### src/rtl/minibus_arbiter.sv
// rtl/minibus_arbiter.sv - round-robin minibus arbiter, one outstanding transaction at a time
// Optional forced abort of stalled transactions when MINIBUS_ARBITER_TIMEOUT_EN is defined.
module minibus_arbiter #(
  parameter int MASTER_COUNT   = 2,
  parameter int ADDR_W         = 32,
  parameter int DATA_W         = 32,
  parameter int TIMEOUT_CYCLES = 256,
  localparam int GW            = (MASTER_COUNT > 1) ? $clog2(MASTER_COUNT) : 1
) (
  input  logic                           clk,
  input  logic                           rst,
  input  logic [MASTER_COUNT*ADDR_W-1:0] m_req_addr,
  input  logic [MASTER_COUNT*DATA_W-1:0] m_req_wdata,
  input  logic [MASTER_COUNT-1:0]        m_req_ren,
  input  logic [MASTER_COUNT-1:0]        m_req_wen,
  output logic [DATA_W-1:0]              m_res_rdata,
  output logic [MASTER_COUNT-1:0]        m_res_ready,
  output logic [MASTER_COUNT-1:0]        m_res_error,
  output logic [ADDR_W-1:0]              d_req_addr,
  output logic [DATA_W-1:0]              d_req_wdata,
  output logic                           d_req_ren,
  output logic                           d_req_wen,
  input  logic [DATA_W-1:0]              d_res_rdata,
  input  logic                           d_res_ready,
  input  logic                           d_res_error,
  output logic [GW-1:0]                  grant_id
);

  typedef enum logic {IDLE, BUSY} state_t;

  state_t                  state, state_next;
  logic [GW-1:0]           last_grant;
  logic [GW-1:0]           winner;
  logic                    any_req;
  logic                    found;
  logic [GW-1:0]           cand;
  logic [MASTER_COUNT-1:0] req;
  logic                    g_ren, g_wen, g_live, g_illegal;
  logic [ADDR_W-1:0]       g_addr;
  logic [DATA_W-1:0]       g_wdata;
  logic                    timeout_hit;
  logic                    busy_done;

  assign req       = m_req_ren | m_req_wen;
  assign any_req   = |req;
  assign g_ren     = m_req_ren[grant_id];
  assign g_wen     = m_req_wen[grant_id];
  assign g_live    = g_ren | g_wen;
  assign g_illegal = g_ren & g_wen;
  assign g_addr    = m_req_addr[grant_id*ADDR_W +: ADDR_W];
  assign g_wdata   = m_req_wdata[grant_id*DATA_W +: DATA_W];

  // Scan starts just after the last granted master, so it gets lowest priority.
  always_comb begin
    winner = '0;
    found  = 1'b0;
    cand   = '0;
    for (int i = 0; i < MASTER_COUNT; i++) begin
      cand = GW'((int'(last_grant) + 1 + i) % MASTER_COUNT);
      if (!found && req[cand]) begin
        winner = cand;
        found  = 1'b1;
      end
    end
  end

`ifdef MINIBUS_ARBITER_TIMEOUT_EN
  localparam int CW = $clog2(TIMEOUT_CYCLES) + 1;
  logic [CW-1:0] tmo_cnt;

  always_ff @(posedge clk) begin
    if (rst || state == IDLE) begin
      tmo_cnt <= '0;
    end else if (!d_res_ready) begin
      tmo_cnt <= tmo_cnt + 1'b1;
    end
  end

  assign timeout_hit = (tmo_cnt == CW'(TIMEOUT_CYCLES - 1));
`else
  assign timeout_hit = 1'b0;
`endif

  assign busy_done = !g_live || g_illegal || d_res_ready || timeout_hit;

  always_ff @(posedge clk) begin
    if (rst) begin
      state      <= IDLE;
      grant_id   <= '0;
      last_grant <= GW'(MASTER_COUNT - 1);
    end else begin
      state <= state_next;
      if (state == IDLE && any_req) begin
        grant_id <= winner;
      end
      if (state == BUSY && busy_done) begin
        last_grant <= grant_id;
      end
    end
  end

  always_comb begin
    state_next = state;
    case (state)
      IDLE:    if (any_req) state_next = BUSY;
      BUSY:    if (busy_done) state_next = IDLE;
      default: state_next = IDLE;
    endcase
  end

  always_comb begin
    m_res_rdata = '0;
    m_res_ready = '0;
    m_res_error = '0;
    d_req_addr  = '0;
    d_req_wdata = '0;
    d_req_ren   = 1'b0;
    d_req_wen   = 1'b0;
    if (state == BUSY && g_live) begin
      if (g_illegal) begin
        m_res_ready[grant_id] = 1'b1;
        m_res_error[grant_id] = 1'b1;
      end else if (!d_res_ready && timeout_hit) begin
        m_res_ready[grant_id] = 1'b1;
        m_res_error[grant_id] = 1'b1;
      end else begin
        d_req_addr  = g_addr;
        d_req_wdata = g_wdata;
        d_req_ren   = g_ren;
        d_req_wen   = g_wen;
        if (d_res_ready) begin
          m_res_ready[grant_id] = 1'b1;
          m_res_error[grant_id] = d_res_error;
          m_res_rdata           = d_res_rdata;
        end
      end
    end
  end

endmodule

### config.mk
export PLATFORM = sky130hd
export DESIGN_NAME = minibus_arbiter
export DESIGN_NICKNAME = d
export VERILOG_FILES = /design/src/rtl/minibus_arbiter.sv
export SDC_FILE = /design/constraint.sdc
export NUM_CORES = 1
export LEC_CHECK = 0
export BUFFER_PORTS_ARGS = -buffer_cell sky130_fd_sc_hd__buf_4
export CORE_AREA = 10 10 98 100
export DETAILED_ROUTE_END_ITERATION = 12
export DIE_AREA = 0 0 108 110
export GPL_TIMING_DRIVEN = 1
export HOLD_SLACK_MARGIN = 0.15
export PLACE_DENSITY = 0.8
export SLEW_MARGIN = 15
export SYNTH_ARGS = -nofsm -noshare
export SYNTH_HDL_FRONTEND = slang
export SYNTH_SLANG_ARGS = --single-unit
### constraint.sdc
create_clock -name clk -period 2.1 [get_ports clk]
set_input_delay 0.105 -clock clk [delete_from_list [all_inputs] [get_ports clk]]
set_output_delay 0.105 -clock clk [all_outputs]
set_load 0.005 [all_outputs]
==> impl_metrics.toml, run 1 <==
[worst_setup_path]
worstSetupPathType = "flop to output pin"
startpoint_type = "flop"
crit_fanout = 8
required_ns = 2.00
critPathArrivalTime_ns = 1.90
endpoint_kind = "output pin"

[global_route]
grt_use_met2_pct = 31.2
grt_start_max_net_pins = 45
grt_use_total_pct = 15.9
gr-usage-met1_pct = 13.9
antenna_found_initial = 0
busiest_layer = "met2"
use_met3_pct = 7.49
grt_pass1_wl_um = 15100
grt_pass1_vias = 2835
overflow = 0

[floorplan]
rows = 32
die-area_sq_um = 11900
initial_core_util_pct = 26.2
fp.dieW_um = 108
coreArea_sq_um = 7650
ioPinCount = 271
die_h_um = 110

[clock_tree]
h-tree-depth = 1
postCtsSetupRepairBufs = 0
path_clk_slew_ns = 0.03
cts_tree = "yes"
clk_path_buf_depth = 2
clk_latency_ns = 0.22
cts-buffers-inserted = 3
cts.sinks = 3
root_buffer = "clkbuf_8"

[yosys]
synth.distinct_cells = 24
syn_nets = 388
synth_area_per_cell_sq_um = 9.27
ys_warn_count = 0
mappedNetlistArea_sq_um = 2000
syn_inst = 216
synth_seq_area_share_pct = 3.00
ys_seq_elements = 3

[routing]
dr.pass1.iters = 4
drc = 0
postRouteAntennaNets = 0
vias = 2655
vias_per_cell = 4.54
routed_wl_um = 11100
wl_per_cell_um = 19.0
drtIter0Drc = 80

[sta]
finalHoldViolCount = 0
fin_setup_tns_ns = 0
drv_slew = 0
min_period_over_period_pct = 95.3
holdWs_ns = 0.269
fin_skew_ns = 0.00606
finalSetupViolations = 0
max_slew.worst_pin.slew_ns = 0.717
fin_crit_ns = 2.00
max_freq_ghz = 0.500
slew_headroom_pct = 52.2
worst_slack_ns = 0.0980

[job]
drv_cap = 0

[place]
place_congestion = 0.867
dpl-instance-area_sq_um = 4030
dp_worst_setup_slack_ns = 0.202
dp_hpwl_um = 9320
numPortBuffers = 270
dp.cells = 572

[power]
ir_worst_vdd_mv = 0.213
p_leak_nw = 2.11
p_per_area_nw_per_um2 = 307
p_total_mw = 1.32

[finish]
fillerInstances = 668
final_core_util_pct = 56.1
diodes = 0
seq_area_sq_um = 63.8
drive_gt1_share_pct = 73.1
fin_cells = 585
multi_input_area_sq_um = 1780
areaGrowthSynthToFinish_pct = 114
nNetsFinal = 656
stdcell_area_sq_um = 4290

[status]
status = "finished, final reports clean"

[min_path]
hold_path_class = "input pin to flop"
[cell families (layout without fill, tap and decap cells)]
| group | after synthesis | after routing | share of synthesized area (%) |
|---|---|---|---|
| AND/OR/NAND/NOR | 111 | 112 | 48.4 |
| AO/OA/AOI/OAI | 8 | 8 | 2.69 |
| multiplexers | 66 | 66 | 33.0 |
| buffers and inverters | 24 | 290 | 10.4 |
| flip-flops | 3 | 3 | 3.00 |
| adder cells (fa/ha/maj) | 4 | 4 | 2.50 |
[timing repair]
item / CTS / global route
hold buffers: 1 / 0
gates cloned: 0 / 8
endpoints found under the hold margin: 3 / 0
setup endpoints to repair: 5 / 66
resized for setup: 4 / 8
pin swaps: 0 / 0
[report_power, final]
group	internal (mW)	total [mW]	leakage [nW]	switching, mW
combinational	0.605	1.07	2.07	0.466
clock	0.130	0.173	0.0228	0.0432
sequential	0.0634	0.0729	0.0256	0.00948
total	0.799	1.32	2.11	0.519
[placed cells by master (no fill, tap or decap), types with 3 or more instances in the layout]
cell / instances
buf_4: 272
clkbuf_8: 3
ha_1: 3
and3_1: 32
nor3_1: 3
inv_1: 3
nor2_1: 8
mux2i_1: 64
clkbuf_16: 4
nor2_4: 60
[cells in the mapped netlist]
library cell	count	area share (%)
a311o_1	1	0.50
a21boi_0	1	0.37
a21oi_1	2	0.50
nand2_1	1	0.19
nand2b_1	3	0.94
nor2_2	1	0.31
dfxtp_1	3	3.0
and2b_1	1	0.37
inv_1	3	0.56
and2_1	2	0.62
mux2i_1	66	33
buf_6	1	0.56
nor2_1	8	1.5
nor3_1	3	0.75
buf_12	6	6.0
ha_1	4	2.5
o21ai_0	2	0.50
clkbuf_2	3	0.75
nor2_4	60	34
and3_1	32	10
a221oi_1	1	0.44
clkbuf_1	3	0.56
o211ai_1	1	0.37
buf_2	8	2.0
[metal layers]
| metal | part of all wire (%) | wire, um |
|---|---|---|
| met5 | 0 | 0 |
| met4 | 1.7 | 192 |
| met3 | 12 | 1390 |
| met2 | 53 | 5940 |
| met1 | 32 | 3600 |
[registers in the layout, indices dropped and copies added, names as in the netlist]
name	count
grant_id	1
last_grant	1
state	1
[worst max-delay path, cell delays in order, from the launching register on]
cell	delay (ns)
dfxtp_4	0.38
mux2i_4	0.25
ha_1	0.19
and2b_2	0.28
nand2b_4	0.17
clkbuf_16	0.21
nor2_4	0.04
buf_4	0.14
[path summary, 6_finish.rpt]
| check | slack [ns] | cells past startpoint | from | to |
|---|---|---|---|---|
| max | 0.1 | 7 | grant_id | d_req_wdata[23] |
| min | 0.27 | 3 | m_req_ren[0] | state |
| max reg2reg | 0.54 | 5 | grant_id | last_grant |
| min reg2reg | 0.63 | 3 | last_grant | grant_id |
[final cells by class]
class,instances,share of cell area [%]
Timing Repair Buffer,283,52.7
Multi-Input combinational cell,190,41.6
Tap cell,102,2.97
Sequential cell,3,1.49
Clock buffer,4,1.05
Inverter,3,0.262
(Power assumes the default switching activity.)
==> run 2, diff against run 1 <==
- ABC_CLOCK_PERIOD_IN_PS: unset -> 2100
- BUFFER_PORTS_ARGS: -buffer_cell sky130_fd_sc_hd__buf_4 -> -buffer_cell sky130_fd_sc_hd__buf_2
- CELL_PAD_IN_SITES_DETAIL_PLACEMENT: unset -> 0
- CELL_PAD_IN_SITES_GLOBAL_PLACEMENT: unset -> 1
- CORE_AREA: 10 10 98 100 -> unset
- CORE_MARGIN: unset -> 10
- CORE_UTILIZATION: unset -> 20
- DIE_AREA: 0 0 108 110 -> unset
- PLACE_DENSITY: 0.8 -> 0.93
==> run 2 against run 1 <==
  * Critical path depth grew 1
  * Combinational power decreased by 14%
  * Largest cell class is now multi-input gates
  * Non-clock buffer count grew 4
  * Die area rose by 21%
  * Sequential share of layout area rose by 0.24 points
  * Sequential power is 0.7% lower
  * Routed wire length fell by 11%
  * Worst hold slack improved by 0.022 ns
  * Setup slack worse by 0.0043 ns
  * Flip-flop and latch count unchanged
  * Critical path type unchanged
  * Final cell count up 6.0%
  * Largest power group unchanged
==> impl_metrics.toml, run 2 (synthesis results as in run 1) <==
[status]
status = "finished, final reports clean"

[routing]
vias_per_cell = 4.24
drc = 0
wl_per_cell_um = 16.0
postRouteAntennaNets = 0
vias = 2629
dr.pass1.iters = 4
routed_wl_um = 9930
drtIter0Drc = 95

[floorplan]
die-area_sq_um = 14400
initial_core_util_pct = 20.5
ioPinCount = 271
fp.dieW_um = 120
die_h_um = 120
coreArea_sq_um = 9770
rows = 36

[sta]
max_freq_ghz = 0.498
fin_skew_ns = 0.00123
finalSetupViolations = 0
slew_headroom_pct = 67.0
fin_setup_tns_ns = 0
max_slew.worst_pin.slew_ns = 0.495
drv_slew = 0
rsz0062_at_grt = "false"
fin_crit_ns = 2.01
min_period_over_period_pct = 95.5
finalHoldViolCount = 0

[power]
pwr-share-seq_pct = 6.2
switching_share_pct = 42.9
p_per_area_nw_per_um2 = 315
comb_power_share_pct = 79.2
p_leak_nw = 1.98
ir_worst_vdd_mv = 0.360
p_sw_mw = 0.501
clock_power_share_pct = 14.6
internal_power_mw = 0.665

[place]
place_congestion = 0.826
dp.cells = 607
numPortBuffers = 270
dp_hpwl_um = 8660

[global_route]
grt_pass1_wl_um = 15100
antenna_found_initial = 0
grt_pass1_vias = 2967
overflow = 0
grt_use_total_pct = 12.3
grt_start_max_net_pins = 68

[clock_tree]
clk_latency_ns = 0.22
root_buffer = "clkbuf_8"
clk_path_buf_depth = 2
h-tree-depth = 1
cts_tree = "yes"
cts-buffers-inserted = 3
cts.sinks = 3
path_clk_slew_ns = 0.03

[finish]
fin_cells = 620
multi_input_area_sq_um = 1800
areaGrowthSynthToFinish_pct = 84.4
nNetsFinal = 660
drive_gt1_share_pct = 73.5
final_common_cell = "buf_2"
largestRegisters = "grant_id x1, last_grant x1, state x1"
diodes = 0
seq_area_sq_um = 63.8
final_cell_mix = "buf_2 (270), mux2i_1 (64), nor2_4 (60)"
fillerInstances = 1033

[worst_setup_path]
startpoint_type = "flop"
required_ns = 2.00
crit_fanout = 9
endpoint_kind = "output pin"
crit_start = "grant_id"
rr_worst_depth = 5
reg2reg_to = "last_grant"
worstSetupPathType = "flop to output pin"
r2r-start = "grant_id"
critPathArrivalTime_ns = 1.90
r2r_setup_slack_ns = 0.52
endpoint = "d_req_addr[3]"

[job]
drv_cap = 0

[min_path]
hold_path_class = "input pin to flop"
==> run 2: changes by cell type in the layout (fill, tap and decap cells not counted) <==
cell / delta
buf_8: -2
buf_2: +270
buf_4: -266
and2b_4: +1
buf_12: +7
ha_1: -1
and2b_2: -1
buf_6: -1
buf_16: -1
clkbuf_16: -3
ha_4: +1
==> run 2: power by group through the flow <==
stage               registers, mW  clock network, mW  logic [mW]
finish                     0.0724              0.170       0.923
CTS                        0.0722              0.175       0.924
global route               0.0734              0.181        1.01
floorplan                  0.0683                  0       0.540
detailed placement         0.0729                  0       0.865
global placement           0.0717                  0       0.844
==> run 2: how the worst min path moves through the flow <==
stage / slack (ns) / cells after the start / from / to
floorplan: 0.17 / 1 / rst / grant_id
global placement: 0.29 / 2 / rst / grant_id
detailed placement: 0.30 / 2 / rst / grant_id
CTS: 0.28 / 3 / m_req_ren[0] / state
global route: 0.32 / 3 / m_req_wen[1] / grant_id
finish: 0.29 / 3 / m_req_ren[0] / state
==> run 2: what timing repair did <==
item / in CTS / in global routing
setup buffers: 4 / 1
setup endpoints to repair: 61 / 41
hold buffers: 1 / 0
endpoints found under the hold margin: 3 / 0
gates resized for setup: 8 / 4
gates cloned: 2 / 1
==> run 2: stage by stage <==
stage	hold WS [ns]	area, sq um	power (mW)	worst slack [ns]	utilization [%]
after detailed placement	0.295	3480	0.938	0.0954	35.6
after CTS	0.278	3650	1.17	0.0285	37.4
after floorplan	0.174	2000	0.608	0.0681	-
final	0.290	3690	1.17	0.0937	37.8
after global routing	0.317	3690	1.26	0.00556	37.8
after global placement	0.295	3480	0.915	0.156	35.6
==> run 2: per-layer routing <==
| metal | track usage (%) | share of wire (%) |
|---|---|---|
| met4 | 1.51 | 0.81 |
| met1 | 12.6 | 36 |
| met5 | 0 | 0 |
| met2 | 23.5 | 52 |
| met3 | 5.02 | 11 |
==> run 2: layout make-up <==
type | instances | area share, %
Clock buffer | 4 | 1.22
Inverter | 3 | 0.305
Multi-Input combinational cell | 190 | 48.7
Sequential cell | 3 | 1.73
Tap cell | 133 | 4.50
Timing Repair Buffer | 287 | 43.6
==> run 2: worst max-delay path: stages, from the launching register on <==
cell      delay, ns
dfxtp_4        0.38
mux2i_4        0.26
ha_2           0.21
and2b_4        0.21
buf_12         0.12
nand2b_4       0.13
buf_12         0.18
nor2_4         0.05
buf_2          0.13
